## config.mk

```make
export PLATFORM = sky130hd
export DESIGN_NAME = wb_burst_master
export DESIGN_NICKNAME = d
export VERILOG_FILES = /design/src/rtl/wb_burst_master.sv
export SDC_FILE = /design/constraint.sdc
export NUM_CORES = 1
export LEC_CHECK = 0
export CAP_MARGIN = 20
export CORE_MARGIN = 1
export CORE_UTILIZATION = 50
export CTS_CLUSTER_DIAMETER = 100
export DETAILED_ROUTE_END_ITERATION = 10
export PLACE_DENSITY = 0.94
export SLEW_MARGIN = 20
export SYNTH_ARGS = -nofsm -noshare
export SYNTH_HDL_FRONTEND = slang
export SYNTH_SLANG_ARGS = --single-unit
```

## constraint.sdc

```tcl
create_clock -name clk -period 5.9 [get_ports clk]
set_input_delay 1.18 -clock clk [delete_from_list [all_inputs] [get_ports clk]]
set_output_delay 1.18 -clock clk [all_outputs]
set_load 0.05 [all_outputs]
```

## src/rtl/wb_burst_master.sv

```systemverilog
// Wishbone B4 pipelined burst initiator: one command becomes len single-word beats, first strobe two cycles after accept.
// Outstanding beats are capped at MAX_OUTSTANDING; stall holds the presented beat; the write stream is popped only on a beat load.
module wb_burst_master #(
  parameter int AW              = 24,
  parameter int DW              = 16,
  parameter int LENW            = 8,
  parameter int MAX_OUTSTANDING = 4
) (
  input  logic            clk,
  input  logic            rst_n,
  input  logic            cmd_valid,
  output logic            cmd_ready,
  input  logic            cmd_write,
  input  logic [AW-1:0]   cmd_addr,
  input  logic [LENW-1:0] cmd_len,
  input  logic            wdata_valid,
  output logic            wdata_ready,
  input  logic [DW-1:0]   wdata,
  input  logic [DW/8-1:0] wdata_sel,
  output logic            rdata_valid,
  output logic [DW-1:0]   rdata,
  output logic            done,
  output logic            wb_cyc_o,
  output logic            wb_stb_o,
  output logic            wb_we_o,
  output logic [AW-1:0]   wb_adr_o,
  output logic [DW-1:0]   wb_dat_o,
  output logic [DW/8-1:0] wb_sel_o,
  input  logic [DW-1:0]   wb_dat_i,
  input  logic            wb_ack_i,
  input  logic            wb_stall_i
);

  localparam int OW = $clog2(MAX_OUTSTANDING + 1);
  localparam logic [OW-1:0] OUT_MAX = OW'(MAX_OUTSTANDING);

  localparam logic [1:0] S_IDLE  = 2'd0;
  localparam logic [1:0] S_ISSUE = 2'd1;
  localparam logic [1:0] S_DRAIN = 2'd2;
  localparam logic [1:0] S_DONE  = 2'd3;

  logic [1:0]      state;
  logic [AW-1:0]   next_adr;
  logic [LENW-1:0] remaining;
  logic [OW-1:0]   outstanding;
  logic [OW-1:0]   outstanding_next;
  logic            accept;
  logic            ack_ok;
  logic            load;
  logic            beat_pending;

  assign cmd_ready = (state == S_IDLE);
  assign accept    = wb_stb_o & ~wb_stall_i;
  // Acks with nothing in flight are stray and must not underflow the counter.
  assign ack_ok    = wb_ack_i & (outstanding != '0);

  always_comb begin
    outstanding_next = outstanding;
    if (accept && !ack_ok)
      outstanding_next = outstanding + OW'(1);
    else if (!accept && ack_ok)
      outstanding_next = outstanding - OW'(1);
  end

  assign load = (state == S_ISSUE) && (!wb_stb_o || accept) && (remaining != '0)
              && (outstanding_next < OUT_MAX) && (!wb_we_o || wdata_valid);

  assign beat_pending = wb_stb_o && !accept;
  assign wdata_ready  = load & wb_we_o;
  assign rdata_valid  = ack_ok & ~wb_we_o;
  assign rdata        = wb_dat_i;

  always_ff @(posedge clk) begin
    if (!rst_n) begin
      state       <= S_IDLE;
      next_adr    <= '0;
      remaining   <= '0;
      outstanding <= '0;
      done        <= 1'b0;
      wb_cyc_o    <= 1'b0;
      wb_stb_o    <= 1'b0;
      wb_we_o     <= 1'b0;
      wb_adr_o    <= '0;
      wb_dat_o    <= '0;
      wb_sel_o    <= '0;
    end else begin
      done        <= 1'b0;
      outstanding <= outstanding_next;

      if (load) begin
        wb_stb_o  <= 1'b1;
        wb_adr_o  <= next_adr;
        next_adr  <= next_adr + AW'(1);
        remaining <= remaining - LENW'(1);
        if (wb_we_o) begin
          wb_dat_o <= wdata;
          wb_sel_o <= wdata_sel;
        end else begin
          wb_sel_o <= '1;
        end
      end else if (accept) begin
        wb_stb_o <= 1'b0;
      end

      case (state)
        S_IDLE: begin
          if (cmd_valid) begin
            next_adr  <= cmd_addr;
            remaining <= cmd_len;
            wb_we_o   <= cmd_write;
            if (cmd_len == '0) begin
              state <= S_DONE;
              done  <= 1'b1;
            end else begin
              state    <= S_ISSUE;
              wb_cyc_o <= 1'b1;
            end
          end
        end
        S_ISSUE: begin
          if (remaining == '0 && !beat_pending) begin
            if (outstanding_next == '0) begin
              state    <= S_DONE;
              wb_cyc_o <= 1'b0;
              done     <= 1'b1;
            end else begin
              state <= S_DRAIN;
            end
          end
        end
        S_DRAIN: begin
          if (outstanding_next == '0) begin
            state    <= S_DONE;
            wb_cyc_o <= 1'b0;
            done     <= 1'b1;
          end
        end
        default: begin
          state   <= S_IDLE;
          wb_we_o <= 1'b0;
        end
      endcase
    end
  end

endmodule

```

==> key figures <==
Global routing
  – GRT overflow: 0
  – Total GRT Usage: around 24%
  – Vias in the first global route: about 3700
  – Antenna violations before repair: 0
  – Global-route wire length before repair: ~17 mm
  – Largest net degree at the start of global routing: between 60 and 70

Synth
  – Sequential area share after synthesis: roughly two fifths
  – Yosys cell types: 53
  – Synthesized area per cell: slightly above 8 um^2
  – Primary FF master, synth: dfxtp_1
  – Ys async rst share: 0%
  – Cell count after synthesis: between 500 and 600
  – Post-synth EDFFs: 0
  – Synth Cell Area: about 0.0042 mm^2
  – #FFs+latches synth: 83
  – Syn nets: between 500 and 600
  – Yosys warnings: 0

Timing
  – Final setup fails: 0
  – Slew margin rel.: between 40% and 50%
  – Count of final max-slew check failures: 0
  – Tmin final: ~5 ns
  – Max Freq: between 150 and 200 MHz
  – RSZ-0062 raised after global routing: no
  – Final period util: a little under nine tenths
  – Actual slew at the worst max-slew pin: ~0.85 ns
  – Final Hold Viols: 0
  – Worst Skew: just under 0.008 ns
  – TNS Setup: 0 ns

Die
  – Chip width: roughly 93 um
  – Initial Util: between 50% and 60%
  – IO Pins: between 100 and 150
  – FP Rows: 32
  – Chip height: 93.3 um
  – DIE AREA: approximately 0.0087 mm^2
  – Placeable Area: approximately 0.008 mm^2

Critical path
  – CP Max Fanout: 28
  – CP dominant cell by count: clkdlybuf4s50_1
  – R2r setup slk: 3.20 ns
  – Worst Path Class, Setup: in -> out
  – Worst Setup End Kind: output port
  – Critical R2R Capture: remaining[1]
  – CP Data Arrival Time: roughly 3.8 ns
  – Slowest CP cell: clkdlybuf4s50_1
  – Worst Reg-to-Reg Cells: 8
  – Required time worst endpoint: between 4 and 5 ns
  – Crit path launch type: primary input
  – Critical register-to-register path startpoint: outstanding[0]
  – Crit-path cells: clkdlybuf4s50_1, nand2b_1, a211o_1, nand3_2, nand4_2, buf_4, inv_1, clkdlybuf4s50_1
  – Largest stage delay, worst path: ~0.79 ns

Route
  – Routed vias/inst: 5.66
  – Avg WL per Cell: 15.1 um
  – Post-Route WL: roughly 10 mm
  – Drt first pass iters: 5
  – Drt initial violations: 215
  – DRC viols: 0
  – Routed vias: between 3000 and 4000
  – Final ANT Viol Nets: 0

Clock tree
  – # hold bufs at CTS: 0
  – CTS Root Cell: clkbuf_8
  – Clk_lat worst skew: roughly 0.35 ns
  – CTS tree: done
  – Clock sinks: 83
  – CTS buffer count: 9
  – Worst-case clock buffer depth: 2
  – # Post-CTS Setup Buffers: 0
  – Max H-tree Level: 3
  – Clock transition at path regs: 0.07 ns
  – Cts repair resizes: 0

Worst hold path
  – Hold EP: wb_adr_o[3]
  – Hold path cells: 2
  – HP Start: wb_adr_o[3]
  – HP Class: reg -> reg

Placed design
  – IO buf count: 105
  – Post-DP HPWL: around 7.2 mm
  – Routability Congestion: 0.812
  – DP Area: approximately 0.0051 mm^2

Finish
  – Layout cells sized above 1: between 5 and 6%
  – Most common cell after layout, fill and taps aside: clkdlybuf4s50_1
  – Number of diodes: 0
  – Area Growth Syn to Fin: 25.7%
  – Layout Nets: approximately 660
  – Post-route cell area: about 0.0052 mm^2
  – Commonest cells after routing, fill and taps aside: clkdlybuf4s50_1, nand2_1, dfxtp_1

Power
  – Pwr/cell area: about 400 mW/mm^2
  – Worst-case vdd ir drop: approximately 0.3 mV
  – Lkg Pwr: roughly 0.0018 uW

Run status
  – Outcome: finished clean

Job
  – Max-Cap Viols: 0
[kinds of logic (layout without fill, tap and decap cells)]
group | Yosys count | after routing | share of synthesized area, %
AND/OR/NAND/NOR | 192 | 192 | 24.4
adder cells (fa/ha/maj) | 11 | 11 | 3.30
multiplexers | 2 | 2 | 0.480
buffers and inverters | 64 | 139 | 8.61
XOR/XNOR | 28 | 28 | 5.88
flip-flops | 83 | 83 | 39.8
AO/OA/AOI/OAI | 128 | 128 | 17.5
[state kept, by name, summed over array words and instances, names as in the netlist]
signal       flops
next_adr        24
wb_adr_o        24
wb_dat_o        16
remaining        8
outstanding      3
state            2
wb_sel_o         2
done             1
wb_cyc_o         1
wb_stb_o         1
wb_we_o          1
[layout make-up]
class / count / area (um^2)
clock buffer: 11 / 131
clock inverter: 3 / 17.5
fill: 639 / 2650
inverter: 13 / 48.8
multi-input combinational: 361 / 2150
sequential: 83 / 1660
tap: 102 / 128
timing repair buffer: 112 / 1100
[worst max-delay path: cells and delay by family]
kind                   cells  cell delay (ns)
AO/OA/AOI/OAI              1             0.34
buffers and inverters      4             1.57
AND/OR/NAND/NOR            3             0.74
[routing by layer]
layer	vias up	GRT usage, %	share of wire [%]
met1	1776	29.7	43
li1	1908	-	-
met5	-	0	0
met3	29	4.31	7.2
met2	167	41.5	48
met4	0	10.8	2.3
[stage by stage]
stage	hold slack, ns	utilization [%]	std cells	total power (uW)	worst slack [ns]
4_1_cts	0.456	66.4	685	2100	0.877
5_1_grt	0.466	66.4	685	2240	0.731
2_1_floorplan	0.444	-	508	1560	2.15
3_5_place_dp	0.447	64.5	671	1760	0.881
6_report	0.457	66.4	685	2100	0.877
3_3_place_gp	0.443	64.5	671	1720	0.966
[where the power goes]
| part | switching, uW | internal [uW] | total [uW] |
|---|---|---|---|
| clock network | 190 | 147 | 337 |
| registers | 122 | 680 | 802 |
| logic | 620 | 345 | 965 |
[cells in the mapped netlist (all sizes together) (3+ instances only)]
master  count  area share, %
o32ai       3           0.81
nand3      22            2.8
o21ai      35            4.3
nand4b      6            1.3
o31ai       3           0.54
a21oi      69            8.3
clkbuf     18            1.6
nor4        5           0.90
ha         11            3.3
nor2       11           0.99
a31oi       5           0.75
nand4      22            3.8
buf        33            5.8
inv        13            1.2
xor2       19            4.0
or3         3           0.45
nor3        5           0.60
nand2      86            7.7
nor3b       5           0.90
xnor2       9            1.9
and3        7            1.2
dfxtp      83             40
and2        7            1.1
[how the worst max path moves through the flow]
stage,depth (start not counted),endpoint,start,slack (ns)
4_1_cts,8,wdata_ready,wb_stall_i,0.88
3_5_place_dp,8,wdata_ready,wb_stall_i,0.88
2_1_floorplan,6,wdata_ready,wb_stall_i,2.15
3_3_place_gp,8,wdata_ready,wb_stall_i,0.97
5_1_grt,8,wdata_ready,wb_stall_i,0.73
6_report,8,wdata_ready,wb_stall_i,0.88
(Power assumes the default switching activity.)
==> edit, RTL diff (config.mk and constraints unchanged) <==
Make the reset (`rst_n`) asynchronous in one clocked block.
--- a/src/rtl/wb_burst_master.sv
+++ b/src/rtl/wb_burst_master.sv
@@ -72,3 +72,3 @@
 
-  always_ff @(posedge clk) begin
+  always_ff @(posedge clk or negedge rst_n) begin
     if (!rst_n) begin
Check against the original RTL: differs if rst_n is asserted again (counterexample within 4 cycles, from zero or initial values and one cycle with rst_n low); with rst_n held inactive, the same outputs for 4 cycles.
==> edit against the original RTL <==
- synthesized area up 5.5%
- cell area up 7.5%
- maximum frequency up 1.1%
- worst setup slack better by 0.055 ns
- critical endpoint unchanged
- wire length up 0.87%
- largest power group unchanged
- total power up 61%
- hold slack better by 0.023 ns
- sequential cell count unchanged
==> edit: results (changes against the original RTL) <==
finish:
  layout-drive-gt1-share_pct: 10.2  # +4.7 points
  fin_nets: 628  # -5.4%
  nFillCells: 648  # +1.4%
power:
  p_leak_nw: 2.46  # +38%
  ir_drop_v: 0.000271  # -7.5%
sta:
  fin_crit_sh_pct: 84.2  # -0.93 points
  tightest_slew_ns: 0.862  # +0.0145 ns
  skew_ns: 0.0130  # +0.00525 ns
worst_setup_path:
  worstPathArrival_ns: 3.79  # -0.05 ns
  critPathMaxFanout: 17  # -39%
  reg2reg_setup_slack_ns: 3.13  # -0.07 ns
  r2r_cells: 9  # +1
  timing.rr.start: "outstanding[0]"
routing:
  dr.pass1.iters: 8  # +3
  vias: 3712  # -4.3%
  drt_iter0_drc: 231  # +7.4%
synth:
  synth_seq_area_share_pct: 47.2  # +7.4 points
  synth_fp_nets: 541  # -8.6%
  ys_top_cells_by_area: "dfrtp_1 (47%), nand2_1 (8.8%), o21ai_0 (3.2%)"
  postSynth.asyncResetShare_pct: 100  # +100 points
  avgSynthCellArea_um2: 9.63  # +17%
  synth_common_cells: "nand2_1 (103), dfrtp_1 (83), o21ai_0 (28), nor2_1 (24), buf_4 (17)"
placed_design:
  dp_hpwl_mm: 7.58  # +5.6%
  post_dp_cell_area_mm2: 0.00540  # +6.1%
  place_inst: 638  # -4.9%
grt:
  grt_usage_pct: 23.2  # -1.1 points
  grtUsageMet2_pct: 38.0  # -3.5 points
  grt_use_met3_pct: 4.50  # +0.19 points
  grtUsageMet1_pct: 29.9  # +0.15 points
  grt_pass1_wl_mm: 16.1  # -4.0%
status:
  status: "complete, no violations"
hold_path:
  hp-start: "wb_adr_o[19]"
[edit: cell count changes after synthesis, sizes merged, moves of 10 or more]
cell   delta
nand4    -10
dfrtp    +83
buf      -11
nor2     +13
a21oi    -64
nand2    +19
mux2     +19
dfxtp    -83
[edit: layer usage]
| metal | share of wire (%) | wire, µm |
|---|---|---|
| met5 | 0 | 0 |
| met1 | 42 | 4420 |
| met4 | 2.9 | 308 |
| met2 | 48 | 4990 |
| met3 | 7.1 | 744 |
[edit: cell families after synthesis]
| family | Yosys count | synth area share [%] |
|---|---|---|
| simple gates | 195 | 21.0 |
| flops | 83 | 47.2 |
| compound gates | 77 | 12.3 |
| buf+inv | 48 | 5.97 |
| xor+xnor | 22 | 4.38 |
| mux | 21 | 6.08 |
| fa+ha+maj | 11 | 3.13 |
[edit: worst max-delay path, cell delays in order]
cell and delay, ns:
clkdlybuf4s50_1 0.48, nand2b_1 0.22, and4_4 0.24, or3_4 0.41, a21oi_4 0.17, nand2_4 0.19, inv_1 0.09, clkdlybuf4s50_1 0.80
[edit: worst min-delay path by stage]
| stage | endpoint | slack, ns | depth (start not counted) |
|---|---|---|---|
| 2_1_floorplan | wb_adr_o[23] | 0.45 | 2 |
| 3_3_place_gp | wb_sel_o[1] | 0.46 | 2 |
| 3_5_place_dp | wb_adr_o[4] | 0.46 | 2 |
| 4_1_cts | wb_adr_o[19] | 0.48 | 2 |
| 5_1_grt | wb_adr_o[19] | 0.51 | 2 |
| 6_report | wb_adr_o[19] | 0.48 | 2 |
[edit: per-stage QoR]
| step | hold slack, ns | setup slack [ns] |
|---|---|---|
| after global routing | 0.508 | 0.835 |
| after CTS | 0.483 | 0.936 |
| after floorplan | 0.452 | 1.96 |
| after global placement | 0.457 | 0.983 |
| final | 0.480 | 0.932 |
| after detailed placement | 0.462 | 0.929 |
[edit: power by group]
group	switching [mW]	leakage (nW)	internal (mW)
clock	0.207	0.110	0.252
sequential	0.230	1.02	0.844
combinational	1.17	1.33	0.670
[edit: layout make-up]
cell class	instances	area (µm²)	area share (%)
repair buffers	108	1070	19.1
inverters	16	60.1	1.07
multi-input cells	326	2060	36.6
clock buffers	11	141	2.51
well taps	105	131	2.33
clock inverters	5	85.1	1.51
flip-flops and latches	83	2080	36.9
